<file path="config.mk">
export PLATFORM = sky130hd
export DESIGN_NAME = pulse_event_batcher
export DESIGN_NICKNAME = d
export VERILOG_FILES = /design/src/rtl/pulse_event_batcher_pkg.sv /design/src/rtl/pulse_event_batcher_sat_acc.sv /design/src/rtl/pulse_event_batcher.sv
export SDC_FILE = /design/constraint.sdc
export NUM_CORES = 1
export LEC_CHECK = 0
export BUFFER_PORTS_ARGS = -buffer_cell sky130_fd_sc_hd__buf_2
export CAP_MARGIN = 40
export CELL_PAD_IN_SITES_DETAIL_PLACEMENT = 1
export CELL_PAD_IN_SITES_GLOBAL_PLACEMENT = 2
export CORE_MARGIN = 2
export CORE_UTILIZATION = 28
export DETAILED_ROUTE_END_ITERATION = 6
export PLACE_DENSITY_LB_ADDON = 0.1
export SLEW_MARGIN = 15
export SYNTH_ARGS = -nofsm -noshare
export SYNTH_HDL_FRONTEND = slang
export SYNTH_SLANG_ARGS = --single-unit
</file>
<file path="constraint.sdc">
create_clock -name clkb -period 2.8 [get_ports clkb]
set_input_delay 0.56 -clock clkb [delete_from_list [all_inputs] [get_ports clkb]]
set_output_delay 0.56 -clock clkb [all_outputs]
set_load 0.1 [all_outputs]
</file>
<file path="src/rtl/pulse_event_batcher_pkg.sv">
// Shared state type and default parameter values for the pulse event batcher.
package pulse_batch_pkg;

    typedef enum logic [1:0] {IDLE, ACCUM, SEND} batch_state_t;

    localparam int DEF_CNT_W   = 8;
    localparam int DEF_THRESH  = 16;
    localparam int DEF_TIMEOUT = 255;
    localparam int DEF_TMR_W   = 8;

endpackage

</file>
<file path="src/rtl/pulse_event_batcher_sat_acc.sv">
// Saturating event accumulator: counts one per inc, sticks at all-ones and
// flags any increment that could not be absorbed.
module sat_acc #(
    parameter int CNT_W = 8
) (
    input  logic             clk,
    input  logic             srst,
    input  logic             inc,
    input  logic             clr,
    output logic [CNT_W-1:0] acc_next,
    output logic             drop
);

    localparam logic [CNT_W-1:0] ACC_MAX = '1;

    logic [CNT_W-1:0] acc_reg;

    always_comb begin
        drop     = inc && (acc_reg == ACC_MAX);
        acc_next = (inc && !drop) ? acc_reg + CNT_W'(1) : acc_reg;
    end

    // clr wins so a closing batch starts the next one from zero
    always_ff @(posedge clk) begin
        if (srst || clr) begin
            acc_reg <= '0;
        end else begin
            acc_reg <= acc_next;
        end
    end

endmodule

</file>
<file path="src/rtl/pulse_event_batcher.sv">
// Groups synchronized event pulses into batches closed by count threshold or
// by a timeout after the first pulse, presented on a valid/ready interface.
module pulse_event_batcher
    import pulse_batch_pkg::*;
#(
    parameter int CNT_W   = DEF_CNT_W,
    parameter int THRESH  = DEF_THRESH,
    parameter int TIMEOUT = DEF_TIMEOUT,
    parameter int TMR_W   = DEF_TMR_W
) (
    input  logic             clkb,
    input  logic             rstb,
    input  logic             pulse_in,
    input  logic             ovf_clr,
    input  logic             out_ready,
    output logic             out_valid,
    output logic [CNT_W-1:0] out_count,
    output logic             overflow,
    output logic             busy
);

    localparam logic [CNT_W-1:0] THRESH_V     = CNT_W'(THRESH);
    localparam logic [TMR_W-1:0] TIMEOUT_LAST = TMR_W'(TIMEOUT - 1);

    batch_state_t     state_reg;
    logic [TMR_W-1:0] timer_reg;
    logic             out_valid_reg;
    logic [CNT_W-1:0] out_count_reg;
    logic             overflow_reg;

    logic [CNT_W-1:0] acc_next;
    logic             drop;
    logic             batch_close;

    // A batch closes on the cycle its count (including this cycle's pulse)
    // reaches the threshold, or when the partial batch has aged out.
    always_comb begin
        batch_close = 1'b0;
        case (state_reg)
            IDLE:    batch_close = pulse_in && (acc_next >= THRESH_V);
            ACCUM:   batch_close = (acc_next >= THRESH_V) || (timer_reg == TIMEOUT_LAST);
            default: batch_close = 1'b0;
        endcase
    end

    sat_acc #(
        .CNT_W(CNT_W)
    ) u_sat_acc (
        .clk     (clkb),
        .srst    (rstb),
        .inc     (pulse_in),
        .clr     (batch_close),
        .acc_next(acc_next),
        .drop    (drop)
    );

    always_ff @(posedge clkb) begin
        if (rstb) begin
            state_reg     <= IDLE;
            timer_reg     <= '0;
            out_valid_reg <= 1'b0;
            out_count_reg <= '0;
            overflow_reg  <= 1'b0;
        end else begin
            if (drop) begin
                overflow_reg <= 1'b1;
            end else if (ovf_clr) begin
                overflow_reg <= 1'b0;
            end

            case (state_reg)
                IDLE: begin
                    if (pulse_in) begin
                        timer_reg <= '0;
                        if (batch_close) begin
                            state_reg     <= SEND;
                            out_count_reg <= acc_next;
                            out_valid_reg <= 1'b1;
                        end else begin
                            state_reg <= ACCUM;
                        end
                    end
                end
                ACCUM: begin
                    if (batch_close) begin
                        state_reg     <= SEND;
                        out_count_reg <= acc_next;
                        out_valid_reg <= 1'b1;
                        timer_reg     <= '0;
                    end else begin
                        timer_reg <= timer_reg + TMR_W'(1);
                    end
                end
                SEND: begin
                    // pulses seen here already live in the accumulator
                    if (out_ready) begin
                        out_valid_reg <= 1'b0;
                        timer_reg     <= '0;
                        state_reg     <= (acc_next != '0) ? ACCUM : IDLE;
                    end
                end
                default: begin
                    state_reg     <= IDLE;
                    out_valid_reg <= 1'b0;
                end
            endcase
        end
    end

    assign out_valid = out_valid_reg;
    assign out_count = out_count_reg;
    assign overflow  = overflow_reg;
    assign busy      = (state_reg != IDLE);

endmodule

</file>
==> results.cfg <==
[clock_tree]
path_clk_slew_ps = 110
ctsResizeCount = 0
cts_tree = done
postCtsSetupRepairBufs = 0
clock-sinks = 28
clockBufferDepth = 2
numCtsBuffers = 3
htreeDepth = 1
cts-root-buf = clkbuf_8
insertion_delay_ps = 280
cts_hold_buf = 0

[grt]
grt_pass1_wl_mm = 6.33
overflow = 0
grt_use_total = 0.135
antenna_found_initial = 0
grt_max_degree = 30
grt_pass1_vias = 1350

[die]
die_w_um = 76.2
core_sq_um = 5070
core.rowCount = 26
start_util = 0.287
die_h_um = 76.2
dieArea_sq_um = 5800
io_pins = 16

[critical_path]
reg2reg_to = out_count[5]
cp.required_ps = 2990
worst_setup_path_endpoint = out_count[5]
worstSetupStartpoint = u_sat_acc.acc_reg[0]
path_cells = ha_1, nand3_1, o31a_1, o22ai_1, a21oi_2, or2_4, a211oi_1
cp_max_fo = 16
worstSetupPathType = flip-flop to flip-flop
r2r_slack_ps = 330
reg2regPathDepth = 7
end_kind = flip-flop
arrival_ps = 2670
r2r_start = u_sat_acc.acc_reg[0]
cp-start-kind = flip-flop
slowest_stage = dfxtp_1
cpPeakStageDelay_ps = 460

[timing]
hold_viol = 0
setup_tns_ps = 0
setup_viol = 0
timing.fmax_mhz = 404
fin_crit_ps = 2470
final.setup_skew_ps = 5.29
tightestPinTransition_ps = 608
fin_crit_sh = 0.883
final_max_slew_viol_count = 0
setup_slack_ps = 327
rsz0062_at_grt = no
slew_headroom = 0.595
timing.hold.ws_ps = 476

[route]
drt-total-wl_mm = 3.80
drc = 0
firstDrtPassIters = 4
drt-initial-drc-count = 38
ant_nets = 0
via_per_inst = 4.93
post_drt_wl_per_cell_um = 15.0
vias = 1247

[yosys]
synth-simple-area-share = 0.322
syn_area_sq_um = 1460
synthArstFlopShare = 0
synth.mux.area_fraction = 0.0214
synth_top_family_by_area = simple AND/OR/NAND/NOR gates
ys_seq_elements = 28
synth_xor_area_frac = 0.0420
ys_types = 46
syn-num-nets = 177
synthCells = 169
synth_ff_type = dfxtp_1
syn_avg_cell_area_sq_um = 8.63
synth_seq_area_share = 0.384
synth_edf_count = 0
synth-compound-area-share = 0.166
yosys.area_share.adder = 0.0257
ys_warn_count = 0

[pwr]
switching_share = 0.248
power_frac_seq = 0.502
intPower_uw = 627
ir_worst_vdd_mv = 0.194
p_clk_frac = 0.392
p_leak_nw = 0.647
p_per_area_nw_per_um2 = 501
comb_power_share = 0.107
switchingPower_uw = 207

[placed_design]
port_buffers = 15
gp_congestion = 0.754
dp_hpwl_mm = 2.89
placed_area_sq_um = 1590
pre_cts_slack_ps = 128

[layout]
final_common_cell = dfxtp_1
final_core_util = 0.328
nets = 192
area_growth_pct = 14.1
final_cell_mix = dfxtp_1, nor2_1, buf_2
fin_area_sq_um = 1660
n_antenna_cell = 0
drive_gt1_frac = 0.208

[run_status]
status = finished clean

[flow_run]
max_cap_viol_count = 0

[min_path]
hp-class = flip-flop to flip-flop
[kinds of logic (layout without fill, tap and decap cells)]
group           Yosys count  count (layout)
buf+inv                  10              24
xor+xnor                  7               7
simple gates             82              82
mux                       3               3
fa+ha+maj                 3               3
compound gates           36              36
flops                    28              28
[area by class of cell]
| cell class | instances | area (sq um) |
|---|---|---|
| clock buffers | 3 | 41.3 |
| clock inverters | 1 | 30.0 |
| fillers | 642 | 3410 |
| inverters | 3 | 11.3 |
| multi-input cells | 131 | 843 |
| flip-flops and latches | 28 | 561 |
| well taps | 70 | 87.6 |
| repair buffers | 17 | 90.1 |
[power by group through the flow]
stage / logic (mW) / clock network (mW) / registers, mW
after global placement: 0.0880 / 0 / 0.427
after detailed placement: 0.0900 / 0 / 0.427
after floorplan: 0.0714 / 0 / 0.424
after CTS: 0.0905 / 0.339 / 0.418
final: 0.0891 / 0.327 / 0.419
after global routing: 0.0979 / 0.354 / 0.421
[critical path, delay by kind of cell, from the launching register on]
| family | cells | cell delay, ps |
|---|---|---|
| AO/OA/AOI/OAI | 4 | 1090 |
| AND/OR/NAND/NOR | 2 | 560 |
| adder cells (fa/ha/maj) | 1 | 280 |
| flip-flops | 1 | 460 |
[routing by layer]
metal | up-vias | wire length (um) | global-route usage
met5 | - | 0 | 0
met4 | 0 | 26 | 0.0273
met3 | 2 | 54 | 0.0213
met2 | 7 | 2060 | 0.275
met1 | 608 | 1650 | 0.145
li1 | 630 | - | -
[how the worst min path moves through the flow]
stage	from	endpoint	slack, ps	cells after the start
after floorplan	timer_reg[6]	timer_reg[6]	480	2
after global placement	out_count[6]	out_count[6]	450	2
after detailed placement	out_count[2]	out_count[2]	460	2
after CTS	out_count[2]	out_count[2]	480	2
final	out_count[2]	out_count[2]	480	2
after global routing	out_count[7]	out_count[7]	510	2
[synthesized netlist by cell type (all sizes together) (2+ instances only)]
library cell	count	area, sq um
a31oi	2	12.5
a21o	2	15.0
mux2i	2	20.0
nand4	5	37.5
nor2b	2	12.5
a21oi	5	40.0
buf	3	31.3
nor3b	2	15.0
ha	3	37.5
nor3	13	105
nand3	6	35.0
nand2b	7	43.8
or3	3	23.8
or2	3	18.8
and3	3	18.8
a211oi	4	30.0
xor2	4	35.0
dfxtp	28	561
xnor2	3	26.3
o21bai	2	15.0
o22ai	4	25.0
o21ai	12	60.1
nand2	9	33.8
clkbuf	4	15.0
nor2	25	93.8
inv	3	11.3
[per-stage QoR]
step                std cells  power, mW
detailed placement        249      0.517
global placement          249      0.515
global route              253      0.872
floorplan                 169      0.496
CTS                       253      0.848
finish                    253      0.834
No activity file was read; power rests on OpenSTA's default activity.
